--- src/rtl/riscv_constants.sv ---
// Shared RV32 execute-stage constants: operand-2 select, M-extension function codes,
// multiply/divide FSM states and a small negation helper.
package riscv_constants;

    localparam int XLEN = 32;

    typedef enum logic [1:0] {
        OP2_RS2   = 2'd0,
        OP2_IMM_I = 2'd1,
        OP2_IMM_S = 2'd2,
        OP2_PC_4  = 2'd3
    } op2_sel_t;

    // Encoding follows the funct3 field of the OP/MULDIV opcode
    typedef enum logic [2:0] {
        FN_MUL    = 3'd0,
        FN_MULH   = 3'd1,
        FN_MULHSU = 3'd2,
        FN_MULHU  = 3'd3,
        FN_DIV    = 3'd4,
        FN_DIVU   = 3'd5,
        FN_REM    = 3'd6,
        FN_REMU   = 3'd7
    } muldiv_fn_t;

    typedef enum logic [1:0] {
        IDLE = 2'd0,
        CALC = 2'd1,
        DONE = 2'd2
    } muldiv_state_t;

    function automatic logic [XLEN-1:0] negate_if(input logic [XLEN-1:0] value,
                                                  input logic            flag);
        return flag ? -value : value;
    endfunction

endpackage

--- src/rtl/riscv_muldiv_fsm.sv ---
// Control for the iterative multiply/divide unit: state, step counter and the
// valid/ready handshakes on both sides.
module riscv_muldiv_fsm
    import riscv_constants::*;
#(
    parameter int WORD_LENGTH = XLEN
)
(
    input  logic clk,
    input  logic rst_n,
    input  logic flush,
    input  logic in_valid,
    input  logic special,
    input  logic out_ready,
    output logic in_ready,
    output logic out_valid,
    output logic accept,
    output logic calc_en,
    output logic result_we
);

    localparam int CNT_W = $clog2(WORD_LENGTH);

    muldiv_state_t    state;
    muldiv_state_t    state_next;
    logic [CNT_W-1:0] count;
    logic             last_step;

    always_ff @(posedge clk or negedge rst_n) begin
        if (!rst_n) begin
            state <= IDLE;
        end else begin
            state <= state_next;
        end
    end

    always_ff @(posedge clk or negedge rst_n) begin
        if (!rst_n) begin
            count <= '0;
        end else if (flush || state != CALC) begin
            count <= '0;
        end else begin
            count <= count + CNT_W'(1);
        end
    end

    // Result is loaded only on the edge that enters DONE; flush overrides everything
    always_comb begin
        state_next = state;
        result_we  = 1'b0;
        in_ready   = (state == IDLE);
        out_valid  = (state == DONE);
        calc_en    = (state == CALC);
        last_step  = calc_en && (count == CNT_W'(WORD_LENGTH - 1));
        accept     = in_ready && in_valid && !flush;
        case (state)
            IDLE: begin
                if (in_valid) begin
                    state_next = special ? DONE : CALC;
                    result_we  = special;
                end
            end
            CALC: begin
                if (last_step) begin
                    state_next = DONE;
                    result_we  = 1'b1;
                end
            end
            DONE: begin
                if (out_ready) begin
                    state_next = IDLE;
                end
            end
            default: state_next = IDLE;
        endcase
        if (flush) begin
            state_next = IDLE;
            result_we  = 1'b0;
        end
    end

endmodule

--- src/rtl/riscv_muldiv.sv ---
// Iterative RV32M multiply/divide unit: radix-2 shift-add multiply and restoring
// divide, one result bit per cycle, with divide special cases resolved at accept.
module riscv_muldiv
    import riscv_constants::*;
#(
    parameter int WORD_LENGTH = XLEN
)
(
    input  logic                   clk,
    input  logic                   rst_n,
    input  logic                   flush,
    input  logic                   in_valid,
    output logic                   in_ready,
    input  muldiv_fn_t             muldiv_fn,
    input  logic [WORD_LENGTH-1:0] op1_data,
    input  logic [WORD_LENGTH-1:0] op2_data,
    output logic                   out_valid,
    input  logic                   out_ready,
    output logic [WORD_LENGTH-1:0] result
);

    logic accept;
    logic calc_en;
    logic result_we;
    logic special;

    muldiv_fn_t             fn_q;
    logic [WORD_LENGTH-1:0] b_q;
    logic [WORD_LENGTH:0]   acc_hi;
    logic [WORD_LENGTH-1:0] acc_lo;
    logic                   neg_res_q;
    logic                   neg_rem_q;

    logic                   op1_signed;
    logic                   op2_signed;
    logic                   s1;
    logic                   s2;
    logic [WORD_LENGTH-1:0] op1_mag;
    logic [WORD_LENGTH-1:0] op2_mag;
    logic                   is_div;
    logic                   div_by_zero;
    logic                   overflow;
    logic [WORD_LENGTH-1:0] special_result;

    logic [WORD_LENGTH:0]     mul_sum;
    logic [WORD_LENGTH:0]     div_shift;
    logic [WORD_LENGTH:0]     div_diff;
    logic [WORD_LENGTH:0]     acc_hi_step;
    logic [WORD_LENGTH-1:0]   acc_lo_step;
    logic [2*WORD_LENGTH-1:0] product;
    logic [2*WORD_LENGTH-1:0] product_signed;
    logic [WORD_LENGTH-1:0]   quotient;
    logic [WORD_LENGTH-1:0]   remainder;
    logic [WORD_LENGTH-1:0]   calc_result;

    riscv_muldiv_fsm #(
        .WORD_LENGTH(WORD_LENGTH)
    ) u_fsm (
        .clk       (clk),
        .rst_n     (rst_n),
        .flush     (flush),
        .in_valid  (in_valid),
        .special   (special),
        .out_ready (out_ready),
        .in_ready  (in_ready),
        .out_valid (out_valid),
        .accept    (accept),
        .calc_en   (calc_en),
        .result_we (result_we)
    );

    // Operand decode at accept; special-case results never need the iterative path
    always_comb begin
        op1_signed  = (muldiv_fn inside {FN_MULH, FN_MULHSU, FN_DIV, FN_REM});
        op2_signed  = (muldiv_fn inside {FN_MULH, FN_DIV, FN_REM});
        s1          = op1_signed && op1_data[WORD_LENGTH-1];
        s2          = op2_signed && op2_data[WORD_LENGTH-1];
        op1_mag     = negate_if(op1_data, s1);
        op2_mag     = negate_if(op2_data, s2);
        is_div      = (muldiv_fn inside {FN_DIV, FN_DIVU, FN_REM, FN_REMU});
        div_by_zero = (op2_data == '0);
        overflow    = (muldiv_fn inside {FN_DIV, FN_REM})
                      && (op1_data == {1'b1, {(WORD_LENGTH-1){1'b0}}})
                      && (op2_data == '1);
        special     = is_div && (div_by_zero || overflow);
        if (muldiv_fn inside {FN_DIV, FN_DIVU}) begin
            special_result = div_by_zero ? '1 : op1_data;
        end else begin
            special_result = div_by_zero ? op1_data : '0;
        end
    end

    // One iteration: acc_hi holds the running high product / partial remainder,
    // acc_lo the remaining multiplier bits / dividend-then-quotient bits
    always_comb begin
        mul_sum   = acc_hi + (acc_lo[0] ? {1'b0, b_q} : '0);
        div_shift = {acc_hi[WORD_LENGTH-1:0], acc_lo[WORD_LENGTH-1]};
        div_diff  = div_shift - {1'b0, b_q};
        if (fn_q inside {FN_DIV, FN_DIVU, FN_REM, FN_REMU}) begin
            if (!div_diff[WORD_LENGTH]) begin
                acc_hi_step = div_diff;
                acc_lo_step = {acc_lo[WORD_LENGTH-2:0], 1'b1};
            end else begin
                acc_hi_step = div_shift;
                acc_lo_step = {acc_lo[WORD_LENGTH-2:0], 1'b0};
            end
        end else begin
            acc_hi_step = {1'b0, mul_sum[WORD_LENGTH:1]};
            acc_lo_step = {mul_sum[0], acc_lo[WORD_LENGTH-1:1]};
        end
    end

    always_comb begin
        product        = {acc_hi_step[WORD_LENGTH-1:0], acc_lo_step};
        product_signed = neg_res_q ? -product : product;
        quotient       = negate_if(acc_lo_step, neg_res_q);
        remainder      = negate_if(acc_hi_step[WORD_LENGTH-1:0], neg_rem_q);
        case (fn_q)
            FN_MUL:                       calc_result = product_signed[WORD_LENGTH-1:0];
            FN_MULH, FN_MULHSU, FN_MULHU: calc_result = product_signed[2*WORD_LENGTH-1:WORD_LENGTH];
            FN_DIV, FN_DIVU:              calc_result = quotient;
            default:                      calc_result = remainder;
        endcase
    end

    always_ff @(posedge clk or negedge rst_n) begin
        if (!rst_n) begin
            fn_q      <= FN_MUL;
            b_q       <= '0;
            acc_hi    <= '0;
            acc_lo    <= '0;
            neg_res_q <= 1'b0;
            neg_rem_q <= 1'b0;
        end else if (accept) begin
            fn_q      <= muldiv_fn;
            b_q       <= op2_mag;
            acc_hi    <= '0;
            acc_lo    <= op1_mag;
            neg_res_q <= s1 ^ s2;
            neg_rem_q <= s1;
        end else if (calc_en) begin
            acc_hi    <= acc_hi_step;
            acc_lo    <= acc_lo_step;
        end
    end

    always_ff @(posedge clk or negedge rst_n) begin
        if (!rst_n) begin
            result <= '0;
        end else if (result_we) begin
            result <= accept ? special_result : calc_result;
        end
    end

endmodule

--- config.mk ---
export PLATFORM = sky130hd
export DESIGN_NAME = riscv_muldiv
export DESIGN_NICKNAME = d
export VERILOG_FILES = /design/src/rtl/riscv_constants.sv /design/src/rtl/riscv_muldiv_fsm.sv /design/src/rtl/riscv_muldiv.sv
export SDC_FILE = /design/constraint.sdc
export NUM_CORES = 1
export LEC_CHECK = 0
export BUFFER_PORTS_ARGS = -buffer_cell sky130_fd_sc_hd__buf_2
export CAP_MARGIN = 10
export CORE_MARGIN = 2
export CORE_UTILIZATION = 36
export DETAILED_ROUTE_END_ITERATION = 8
export PLACE_DENSITY = 0.56
export SYNTH_ARGS = -nofsm -noshare
export SYNTH_HDL_FRONTEND = slang
export SYNTH_SLANG_ARGS = --single-unit
--- constraint.sdc ---
create_clock -name clk -period 8.86 [get_ports clk]
set_input_delay 0.886 -clock clk [delete_from_list [all_inputs] [get_ports clk]]
set_output_delay 0.886 -clock clk [all_outputs]
set_load 0.02 [all_outputs]
==> impl_results.rst, run 1 <==
.. list-table::
   :header-rows: 1

   * - Metric
     - Value
   * - Run status
     - completed
   * - Number of vias per cell
     - 6.306
   * - CP Launch Type
     - register
   * - Yosys synthesis warning count
     - 0
   * - Buf+Inv Stages, Crit Path
     - 1
   * - Post-Synthesis Net Count
     - 2327
   * - Avg Synthesized Cell Area
     - 7.389 µm²
   * - Cts bufs inserted
     - 17
   * - Die Span Y
     - 215.6 µm
   * - Area share of the largest cell type after synthesis
     - 0.2189
   * - Setup violations, final
     - 0
   * - DRC marker count from the first detailed-route iteration
     - 1944
   * - Area growth syn-to-layout
     - 9.573%
   * - Clock tree from TritonCTS
     - done
   * - Cell internal pwr
     - 2585 µW
   * - Global route total overflow
     - 0
   * - CP delay by family, top
     - simple AND/OR/NAND/NOR gates
   * - Final hold violation count
     - 0
   * - Most used cell, CP
     - sky130_fd_sc_hd__ha_1
   * - Clock transition time at the flip-flop clock pins of the worst setup and hold paths
     - 70 ps
   * - Vias in the first global route
     - 16460
   * - Max Clock Skew
     - 18.21 ps
   * - #FFs+latches synth
     - 141
   * - Worst Setup Slack, final
     - 1818 ps
   * - Upper clock frequency limit
     - 142.0 MHz
   * - Root buf cell
     - sky130_fd_sc_hd__clkbuf_16
   * - Register share of total power
     - 0.168
   * - Relative contribution of combinational cells to total power
     - 0.701
   * - Clock network latency to the later pin of the worst-skew pair
     - 460 ps
   * - Switching pwr
     - 3318 µW
   * - Max-Cap Viols
     - 0
   * - Number of cells in the design after placement
     - 2768
   * - Number of vias in the routed layout
     - 17660
   * - Proportion of power drawn by the clock network
     - 0.132
   * - Cts repair resizes
     - 0
   * - Final instance count without filler cells
     - 2800
   * - Routed wire length
     - 69.56 mm
   * - Slew Limit Headroom
     - 0.3329
   * - Worst-Margin Slew
     - 987.7 ps
   * - Largest buffer count on any clock path
     - 2
   * - Sink Count
     - 141
   * - Total iterations of the first detailed-routing run
     - 6
   * - Placeable core area
     - 44220 µm²
   * - Number of antenna violations at the first check in global routing
     - 4
   * - Largest stage delay, worst path
     - 570 ps
   * - Element type at the critical path end
     - register
   * - DP HPWL
     - 53.71 mm
   * - Distinct cell type count of the synthesized netlist
     - 107
   * - Core occupancy in the finished layout
     - 0.3993
   * - Min cycle time layout
     - 7042 ps
   * - Maximum fanout encountered on the critical timing path
     - 14
   * - Wire length of the first global-routing pass
     - 105.3 mm
   * - Number of fill cells
     - 4622
   * - Pin count of the biggest net entering global routing
     - 86
   * - Number of buffers inserted by hold repair at cts
     - 0
   * - Antenna Nets Post-Route
     - 0
   * - Sum Neg Setup Slack
     - 0 ps
   * - Switching power share of the total
     - 0.5621
   * - Die X-Extent
     - 215.6 µm
   * - Average detailed-routed wire length per instance
     - 24.84 µm
   * - Slowest-stage cell, CP
     - sky130_fd_sc_hd__or4_1
   * - Data required time at the worst endpoint
     - 9180 ps
   * - Cell area after synthesis
     - 16120 µm²
   * - Post-synth EDFFs
     - 0
   * - Max Transition Viols Final
     - 0
   * - Die footprint
     - 46470 µm²
   * - Leakage power figure
     - 0.007129 µW
   * - Setup repair after global routing missed its margin
     - no
   * - Arr. time, crit path
     - 7360 ps
   * - Top flip-flop cell by instance count after synthesis
     - sky130_fd_sc_hd__dfrtp_1
   * - Peak supply drop
     - 198.4 µV
   * - Proportion of synthesized chip area in sequential cells
     - 0.2189
   * - Area leader, netlist
     - sky130_fd_sc_hd__dfrtp_1
   * - Antenna Cells
     - 0
   * - Most numerous cell in the Yosys netlist
     - sky130_fd_sc_hd__nand2_1
   * - Drc violations
     - 0
   * - Final Hold Slack
     - 469.3 ps
   * - IO Pins
     - 106
   * - Worst setup path category
     - reg -> reg
   * - Cell count after synthesis
     - 2181
   * - Nets
     - 2341
   * - Proportion of synthesized flip-flops having asynchronous set or reset
     - 1.000
   * - GRT Overall Usage
     - 0.2963
   * - Worst min path class
     - reg -> reg
   * - RePlAce Congestion
     - 0.9674
   * - Layout cells sized above 1
     - 0.1119
   * - Starting density of the core
     - 0.3644
   * - Setup Fix Bufs, Post-CTS
     - 0
   * - Power Dens Cells
     - 334.3 nW/µm²
   * - Worst slack, placed
     - 1926 ps
   * - Area contributors post-synth
     - sky130_fd_sc_hd__dfrtp_1 (22%), sky130_fd_sc_hd__nand2_1 (6.7%), sky130_fd_sc_hd__o21ai_0 (6.6%), sky130_fd_sc_hd__ha_1 (5.6%), sky130_fd_sc_hd__a21oi_1 (4.7%)
   * - Part of the cycle the worst path needs
     - 0.7948
   * - Port Buf Inserts
     - 105
   * - Commonest cells in the netlist
     - sky130_fd_sc_hd__nand2_1 (289), sky130_fd_sc_hd__o21ai_0 (213), sky130_fd_sc_hd__a21oi_1 (150)
   * - Row cnt
     - 77
   * - Number of levels the H-tree was split into
     - 4
## logic make-up (layout without fill, tap and decap cells)
| group | Yosys count | after routing | share of synthesized area |
|---|---|---|---|
| muxes | 60 | 60 | 0.03835 |
| adders and majority gates | 74 | 74 | 0.05838 |
| buffers and inverters | 216 | 243 | 0.05543 |
| AOI/OAI and AO/OA | 728 | 728 | 0.3009 |
| and+or+nand+nor | 829 | 829 | 0.2557 |
| xor gates and xnor gates | 133 | 133 | 0.07228 |
| DFF | 141 | 141 | 0.2189 |
## power by group through the flow
stage | logic [µW] | registers, µW | clock network (µW)
2_1_floorplan | 2780 | 905 | 0
3_3_place_gp | 4000 | 987 | 0
3_5_place_dp | 4010 | 994 | 0
4_1_cts | 4030 | 982 | 781
5_1_grt | 4430 | 1010 | 806
6_report | 4140 | 991 | 777
## registers in the layout, indices dropped and copies added, names as in the netlist
signal,flops
b_q,32
result,32
neg_rem_q,1
acc_hi,33
neg_res_q,1
u_fsm.count,5
fn_q,3
acc_lo,32
u_fsm.state,2
## cell usage in the layout (no fill, tap or decap), types with 48 or more instances in the layout
master	instances
sky130_fd_sc_hd__nor3_1	59
sky130_fd_sc_hd__xor2_1	68
sky130_fd_sc_hd__dfrtp_1	140
sky130_fd_sc_hd__nand2_1	289
sky130_fd_sc_hd__o211ai_1	55
sky130_fd_sc_hd__nand3_1	75
sky130_fd_sc_hd__buf_2	104
sky130_fd_sc_hd__inv_1	71
sky130_fd_sc_hd__ha_1	72
sky130_fd_sc_hd__mux2i_1	48
sky130_fd_sc_hd__xnor2_1	65
sky130_fd_sc_hd__nor2_1	146
sky130_fd_sc_hd__o21ai_0	212
sky130_fd_sc_hd__a21oi_1	150
## routing by layer
metal  GRT usage  share of wire  wire, µm
met1      0.4241           0.45     31150
met2      0.4439           0.43     29650
met3     0.05257          0.092      6425
met4      0.1076          0.034      2331
met5           0              0         0
## path summary, 6_finish.rpt
check / slack [ps] / depth (start not counted) / startpoint / to
worst max-delay path: 1820 / 25 / acc_lo[31]$_DFFE_PN0P_ / result[10]$_DFFE_PN0P_
worst min-delay path: 470 / 1 / u_fsm.count[0]$_DFF_PN0_ / u_fsm.count[0]$_DFF_PN0_
worst max register to register: 1820 / 25 / acc_lo[31]$_DFFE_PN0P_ / result[10]$_DFFE_PN0P_
worst min register to register: 470 / 1 / u_fsm.count[0]$_DFF_PN0_ / u_fsm.count[0]$_DFF_PN0_
max in group asynchronous: 6850 / 2 / rst_n / fn_q[2]$_DFFE_PN0P_
min in group asynchronous: 490 / 1 / rst_n / result[27]$_DFFE_PN0P_
## area by class of cell
class	count	area, µm²	share of cell area
Clock buffer	23	457.9	0.02593
Clock inverter	9	136.4	0.007723
Inverter	72	270.3	0.01531
Multi-Input combinational cell	1824	11730	0.6645
Sequential cell	141	3532	0.2000
Tap cell	592	740.7	0.04195
Timing Repair Buffer	139	787.0	0.04457
## per-stage QoR
step | power (µW) | cell area, µm²
4_1_cts | 5793 | 17660
3_3_place_gp | 4988 | 17060
6_report | 5903 | 17660
3_5_place_dp | 5000 | 17060
2_1_floorplan | 3683 | 16120
5_1_grt | 6247 | 17660
Note: power is estimated with default switching activity, not from simulation.
==> inputs of run 2 (changes only) <==
==> constraint.sdc (replaced) <==
create_clock -name clk -period 6.95 [get_ports clk]
set_input_delay 0.695 -clock clk [delete_from_list [all_inputs] [get_ports clk]]
set_output_delay 0.695 -clock clk [all_outputs]
set_load 0.02 [all_outputs]
==> impl_results.rst, run 2 (synthesis gave the netlist of run 1 again) <==
.. list-table::
   :header-rows: 1

   * - Metric
     - Value
   * - Origin of the critical flop-to-flop path
     - acc_lo[31]$_DFFE_PN0P_
   * - Number of vias per cell
     - 6.308 (about the same)
   * - Row cnt
     - 77 (unchanged)
   * - CP Launch Type
     - register
   * - Root buf cell
     - sky130_fd_sc_hd__clkbuf_16
   * - Area growth syn-to-layout
     - 10.57%
   * - Cts repair resizes
     - 0 (unchanged)
   * - Clock tree from TritonCTS
     - done
   * - IO Pins
     - 106 (unchanged)
   * - Routed wire length
     - 71.01 mm (+2.1%)
   * - Register bank with the most flops
     - acc_hi
   * - Part of the cycle the worst path needs
     - 0.9525 (+0.1577)
   * - Drc violations
     - 0 (unchanged)
   * - Wire length of the first global-routing pass
     - 106.8 mm (+1.4%)
   * - Antenna Nets Post-Route
     - 0 (unchanged)
   * - Min cycle time layout
     - 6620 ps (-422.2 ps)
   * - Antenna Cells
     - 0 (unchanged)
   * - Worst reg-to-reg path cell count
     - 24 (-4.0%)
   * - Power Dens Cells
     - 432.4 nW/µm² (+29%)
   * - Launching element of the worst setup path
     - acc_lo[31]$_DFFE_PN0P_
   * - Number of buffers inserted by hold repair at cts
     - 0 (unchanged)
   * - RePlAce Congestion
     - 0.9838 (+1.7%)
   * - Largest buffer count on any clock path
     - 2 (unchanged)
   * - Peak supply drop
     - 210.6 µV (+6.2%)
   * - Number of levels the H-tree was split into
     - 4 (unchanged)
   * - Port Buf Inserts
     - 105 (unchanged)
   * - Final Hold Slack
     - 218.8 ps (-250.5 ps)
   * - Nets
     - 2365 (+1.0%)
   * - Die Span Y
     - 215.6 µm (unchanged)
   * - Clock transition time at the flip-flop clock pins of the worst setup and hold paths
     - 70 ps (about the same)
   * - Average detailed-routed wire length per instance
     - 25.15 µm (+1.3%)
   * - Clock network latency to the later pin of the worst-skew pair
     - 460 ps (about the same)
   * - Max Transition Viols Final
     - 0 (unchanged)
   * - Worst-Margin Slew
     - 1123 ps (+134.9 ps)
   * - Slew Limit Headroom
     - 0.2516 (-0.08133)
   * - DP HPWL
     - 55.22 mm (+2.8%)
   * - Placeable core area
     - 44220 µm² (unchanged)
   * - Leakage power figure
     - 0.007236 µW (+1.5%)
   * - Global route total overflow
     - 0 (unchanged)
   * - Capture point of the critical path
     - result[4]$_DFFE_PN0P_
   * - Sequential standard cell area
     - 3532 µm² (unchanged)
   * - Worst setup path category
     - reg -> reg
   * - Sink Count
     - 141 (unchanged)
   * - Number of vias in the routed layout
     - 17810 (+0.85%)
   * - GRT Overall Usage
     - 0.3013 (+0.004997)
   * - Element type at the critical path end
     - register
   * - Setup violations, final
     - 0 (unchanged)
   * - Number of flip-flops in the largest register
     - 33 (unchanged)
   * - Arr. time, crit path
     - 6980 ps (-380 ps)
   * - Max-Cap Viols
     - 0 (unchanged)
   * - Commonest cells after routing, fill and taps aside
     - sky130_fd_sc_hd__nand2_1 (289), sky130_fd_sc_hd__o21ai_0 (212), sky130_fd_sc_hd__a21oi_1 (150)
   * - Most common cell after layout, fill and taps aside
     - sky130_fd_sc_hd__nand2_1
   * - Die footprint
     - 46470 µm² (unchanged)
   * - DRC marker count from the first detailed-route iteration
     - 2140 (+10%)
   * - Upper clock frequency limit
     - 151.1 MHz (+6.4%)
   * - Sum Neg Setup Slack
     - 0 ps (unchanged)
   * - Total iterations of the first detailed-routing run
     - 6 (unchanged)
   * - Setup Fix Bufs, Post-CTS
     - 0 (unchanged)
   * - Number of fill cells
     - 4651 (+0.63%)
   * - Cts bufs inserted
     - 17 (unchanged)
   * - Pin count of the biggest net entering global routing
     - 70 (-19%)
   * - Worst min path class
     - in -> async
   * - Starting density of the core
     - 0.3644 (unchanged)
   * - Multi-input gate area
     - 11730 µm² (unchanged)
   * - Run status
     - completed
   * - Number of antenna violations at the first check in global routing
     - 5 (+1)
   * - Data required time at the worst endpoint
     - 7310 ps (-1870 ps)
   * - Crit Reg-Reg Endpoint
     - result[4]$_DFFE_PN0P_
   * - Max Clock Skew
     - 17.02 ps (-1.187 ps)
   * - Final hold violation count
     - 0 (unchanged)
   * - Register-to-Register Setup Slack
     - 330 ps (-1490 ps)
   * - Vias in the first global route
     - 16620 (+0.95%)
   * - Maximum fanout encountered on the critical timing path
     - 7 (-7)
   * - Layout cells sized above 1
     - 0.1224 (+0.01050)
   * - Setup repair after global routing missed its margin
     - no
   * - Die X-Extent
     - 215.6 µm (unchanged)
run 2: cell count changes in the layout (fill, tap and decap cells not counted), sizes merged:
cell and delta:
clkbuf -4, inv -1, buf +24, bufinv -1, clkinv +5
run 2: worst min-delay path by stage:
stage / start / end / slack [ps] / cells after the start
CTS: rst_n / result[23]$_DFFE_PN0P_ / 240 / 1
detailed placement: u_fsm.count[0]$_DFF_PN0_ / u_fsm.count[0]$_DFF_PN0_ / 460 / 1
global placement: result[3]$_DFFE_PN0P_ / result[3]$_DFFE_PN0P_ / 460 / 1
global route: rst_n / result[20]$_DFFE_PN0P_ / 260 / 1
finish: rst_n / result[7]$_DFFE_PN0P_ / 220 / 1
floorplan: rst_n / acc_hi[0]$_DFFE_PN0P_ / 400 / 0
run 2: stage by stage:
stage	cells	util	cell area (µm²)	setup WS, ps	power, µW
5_1_grt	2823	0.4029	17820	8.374	8093
3_5_place_dp	2792	0.3900	17240	472.1	6537
3_3_place_gp	2792	0.3900	17240	720.0	6533
6_report	2823	0.4029	17820	330.5	7704
2_1_floorplan	2181	-	16120	1198	4695
4_1_cts	2823	0.4029	17820	449.8	7522
run 2: cell type report:
class / instances / area share
sequential: 141 / 0.1982
multi-input combinational: 1824 / 0.6585
tap: 592 / 0.04157
timing repair buffer: 163 / 0.05428
clock buffer: 19 / 0.02430
inverter: 72 / 0.01517
clock inverter: 12 / 0.007935
run 2: routing by layer:
layer	up-vias	global-route usage	wire length (µm)
met3	132	0.05821	6578
met4	4	0.1094	2496
met1	8706	0.4345	31880
met2	856	0.4440	30030
li1	8109	-	-
met5	-	0	27
run 2: where the power goes:
group	leakage (µW)	internal, µW	total (µW)	switching (µW)
clock network	0.000274	530	963	433
logic	0.00515	1840	5470	3630
registers	0.00181	994	1280	282
run 2: critical path, stage by stage, from the launching register on:
cell and delay [ps]:
sky130_fd_sc_hd__dfrtp_1 450, sky130_fd_sc_hd__inv_1 70, sky130_fd_sc_hd__ha_1 210, sky130_fd_sc_hd__fa_1 410, sky130_fd_sc_hd__nand2b_1 230, sky130_fd_sc_hd__a21oi_1 300, sky130_fd_sc_hd__o21ai_2 150, sky130_fd_sc_hd__o21ai_2 290
sky130_fd_sc_hd__nor2_1 100, sky130_fd_sc_hd__o21ai_0 290, sky130_fd_sc_hd__a21o_1 170, sky130_fd_sc_hd__a21o_1 120, sky130_fd_sc_hd__ha_1 320, sky130_fd_sc_hd__and2_1 190, sky130_fd_sc_hd__a21oi_1 230, sky130_fd_sc_hd__ha_1 260
sky130_fd_sc_hd__o2111ai_2 200, sky130_fd_sc_hd__or4_1 530, sky130_fd_sc_hd__or3_4 390, sky130_fd_sc_hd__or2_2 320, sky130_fd_sc_hd__o21ai_0 240, sky130_fd_sc_hd__xnor2_1 110, sky130_fd_sc_hd__a222oi_1 570, sky130_fd_sc_hd__a211oi_1 180
sky130_fd_sc_hd__a21o_1 190
==> inputs of run 3 (changes only) <==
--- a/config.mk
+++ b/config.mk
@@ -10,6 +10,7 @@
 export CORE_MARGIN = 2
 export CORE_UTILIZATION = 36
 export DETAILED_ROUTE_END_ITERATION = 8
+export MAX_ROUTING_LAYER = met4
 export PLACE_DENSITY = 0.56
 export SYNTH_ARGS = -nofsm -noshare
 export SYNTH_HDL_FRONTEND = slang
==> constraint.sdc (replaced) <==
create_clock -name clk -period 6.6 [get_ports clk]
set_input_delay 0.66 -clock clk [delete_from_list [all_inputs] [get_ports clk]]
set_output_delay 0.66 -clock clk [all_outputs]
set_load 0.02 [all_outputs]
==> impl_results.rst, run 3 (synthesis gave the netlist of run 1 again) <==
.. list-table::
   :header-rows: 1

   * - Metric
     - Value
   * - Pin count of the biggest net entering global routing
     - 107 (+53%)
   * - IO Pins
     - 106 (unchanged)
   * - Placeable core area
     - 44220 µm² (unchanged)
   * - Row cnt
     - 77 (unchanged)
   * - Largest buffer count on any clock path
     - 2 (unchanged)
   * - Most common cell after layout, fill and taps aside
     - sky130_fd_sc_hd__nand2_1
   * - Number of vias in the routed layout
     - 17770 (-0.20%)
   * - Min cycle time layout
     - 6271 ps (-349.0 ps)
   * - Origin of the critical flop-to-flop path
     - b_q[17]$_DFFE_PN0P_
   * - Setup repair after global routing missed its margin
     - no
   * - Clock network latency to the later pin of the worst-skew pair
     - 470 ps (about the same)
   * - Setup violations, final
     - 0 (unchanged)
   * - DRC marker count from the first detailed-route iteration
     - 2195 (+2.6%)
   * - Register-to-Register Setup Slack
     - 330 ps (about the same)
   * - Slowest-stage cell, CP
     - sky130_fd_sc_hd__or4_4
   * - Antenna Nets Post-Route
     - 0 (unchanged)
   * - Number of flip-flops in the largest register
     - 33 (unchanged)
   * - Global route total overflow
     - 0 (unchanged)
   * - Vias in the first global route
     - 16630 (+0.096%)
   * - Worst min path class
     - in -> async
   * - Total iterations of the first detailed-routing run
     - 6 (unchanged)
   * - Run status
     - completed
   * - Wire length of the first global-routing pass
     - 108.7 mm (+1.7%)
   * - Number of antenna violations at the first check in global routing
     - 3 (-2)
   * - Crit Reg-Reg Endpoint
     - result[11]$_DFFE_PN0P_
   * - Most used cell, CP
     - sky130_fd_sc_hd__a21o_1
   * - Commonest cells after routing, fill and taps aside
     - sky130_fd_sc_hd__nand2_1 (288), sky130_fd_sc_hd__o21ai_0 (210), sky130_fd_sc_hd__a21oi_1 (149)
   * - CP Launch Type
     - register
   * - Layout cells sized above 1
     - 0.1281 (+0.005758)
   * - Part of the cycle the worst path needs
     - 0.9501 (-0.002369)
   * - Launching element of the worst setup path
     - b_q[17]$_DFFE_PN0P_
   * - Starting density of the core
     - 0.3644 (unchanged)
   * - Port Buf Inserts
     - 105 (unchanged)
   * - Drc violations
     - 0 (unchanged)
   * - Leakage power figure
     - 0.007327 µW (+1.2%)
   * - Power Dens Cells
     - 461.1 nW/µm² (+6.7%)
   * - Number of vias per cell
     - 6.271 (-0.59%)
   * - Worst setup path category
     - reg -> reg
   * - Nets
     - 2374 (+0.38%)
   * - Clock tree from TritonCTS
     - done
   * - GRT Overall Usage
     - 0.3169 (+0.01561)
   * - Maximum fanout encountered on the critical timing path
     - 8 (+1)
   * - Routed wire length
     - 72.38 mm (+1.9%)
   * - Area growth syn-to-layout
     - 11.70%
   * - Die Span Y
     - 215.6 µm (unchanged)
   * - RePlAce Congestion
     - 1.016 (+3.3%)
   * - Worst-Margin Slew
     - 1065 ps (-57.50 ps)
   * - Element type at the critical path end
     - register
   * - Die footprint
     - 46470 µm² (unchanged)
   * - Data required time at the worst endpoint
     - 6960 ps (-350 ps)
   * - Setup Fix Bufs, Post-CTS
     - 0 (unchanged)
   * - Upper clock frequency limit
     - 159.5 MHz (+5.6%)
   * - Max Clock Skew
     - 10.89 ps (-6.132 ps)
   * - Number of buffers inserted by hold repair at cts
     - 0 (unchanged)
   * - DP HPWL
     - 56.55 mm (+2.4%)
   * - Peak supply drop
     - 245.7 µV (+17%)
   * - Sum Neg Setup Slack
     - 0 ps (unchanged)
   * - Die X-Extent
     - 215.6 µm (unchanged)
   * - Total design power
     - 8301 µW (+7.7%)
   * - Capture point of the critical path
     - result[11]$_DFFE_PN0P_
   * - Cts bufs inserted
     - 17 (unchanged)
   * - Sink Count
     - 141 (unchanged)
   * - Register bank with the most flops
     - acc_hi
   * - Ordered list of cells on the worst path
     - inv_1, ha_1, a21o_1, a31oi_1, o211ai_1, or2_2, nor2_1, o21ai_1, a21o_1, a21o_1, ha_1, nor4b_1, nor2_1, nor3b_2, nand2_1, or4_4, or3_1, o21ai_1, o221ai_1, a22oi_1, o21ai_0, mux2_2
   * - Number of levels the H-tree was split into
     - 4 (unchanged)
   * - Slew Limit Headroom
     - 0.2868 (+0.03521)
   * - Average detailed-routed wire length per instance
     - 25.54 µm (+1.5%)
   * - Clock transition time at the flip-flop clock pins of the worst setup and hold paths
     - 70 ps (about the same)
   * - Final hold violation count
     - 0 (unchanged)
   * - Worst reg-to-reg path cell count
     - 22 (-8.3%)
   * - Max-Cap Viols
     - 0 (unchanged)
   * - Cts repair resizes
     - 0 (unchanged)
   * - Max Transition Viols Final
     - 0 (unchanged)
   * - Arr. time, crit path
     - 6630 ps (-350 ps)
   * - Root buf cell
     - sky130_fd_sc_hd__clkbuf_16
   * - Largest stage delay, worst path
     - 580 ps (about the same)
[run 3: cell type report]
class,count,area [µm²]
antenna,2,5.005
clock buffer,21,460.4
clock inverter,10,163.9
fill,4649,26220
inverter,72,270.3
multi-input combinational,1824,11760
sequential,141,3532
tap,592,740.7
timing repair buffer,172,1072
[run 3: power by group]
part	total [µW]	switching, µW	internal [µW]	leakage [µW]
sequential	1350	305	1050	0.00181
combinational	5860	3850	2010	0.00521
clock	1090	438	651	0.000303
total	8300	4600	3700	0.00733
[run 3: worst min path at each step]
stage | end | start | slack (ps) | cells past startpoint
after floorplan | acc_hi[0]$_DFFE_PN0P_ | rst_n | 360 | 0
after global placement | u_fsm.count[0]$_DFF_PN0_ | u_fsm.count[0]$_DFF_PN0_ | 460 | 1
after detailed placement | result[3]$_DFFE_PN0P_ | result[3]$_DFFE_PN0P_ | 460 | 1
after CTS | result[9]$_DFFE_PN0P_ | rst_n | 180 | 1
after global routing | result[8]$_DFFE_PN0P_ | rst_n | 210 | 1
final | result[8]$_DFFE_PN0P_ | rst_n | 150 | 1
[run 3: worst max-delay path, delay by kind of cell (launching register included)]
kind                       cells  cell delay, ps
buffers and inverters          1              70
adders and majority gates      2             820
muxes                          1             280
DFF                            1             420
AOI/OAI and AO/OA             10            2170
and+or+nand+nor                8            2390
[run 3: routing by layer]
layer	up-vias	track usage	wire length, µm
met4	0	0.1131	2522
met2	832	0.4510	30600
met5	-	-	0
met1	8650	0.4484	32760
li1	8150	-	-
met3	139	0.05440	6498
[run 3: per-stage QoR]
| step | utilization | hold WS [ps] | setup WS (ps) | cell area [µm²] | instances |
|---|---|---|---|---|---|
| after global routing | 0.4071 | 211.3 | 74.11 | 18000 | 2834 |
| after floorplan | - | 364.4 | 847.6 | 16120 | 2181 |
| final | 0.4071 | 153.3 | 329.5 | 18000 | 2834 |
| after CTS | 0.4064 | 184.0 | 204.4 | 17970 | 2832 |
| after detailed placement | 0.3923 | 462.2 | 268.7 | 17350 | 2801 |
| after global placement | 0.3923 | 456.2 | 195.4 | 17350 | 2801 |
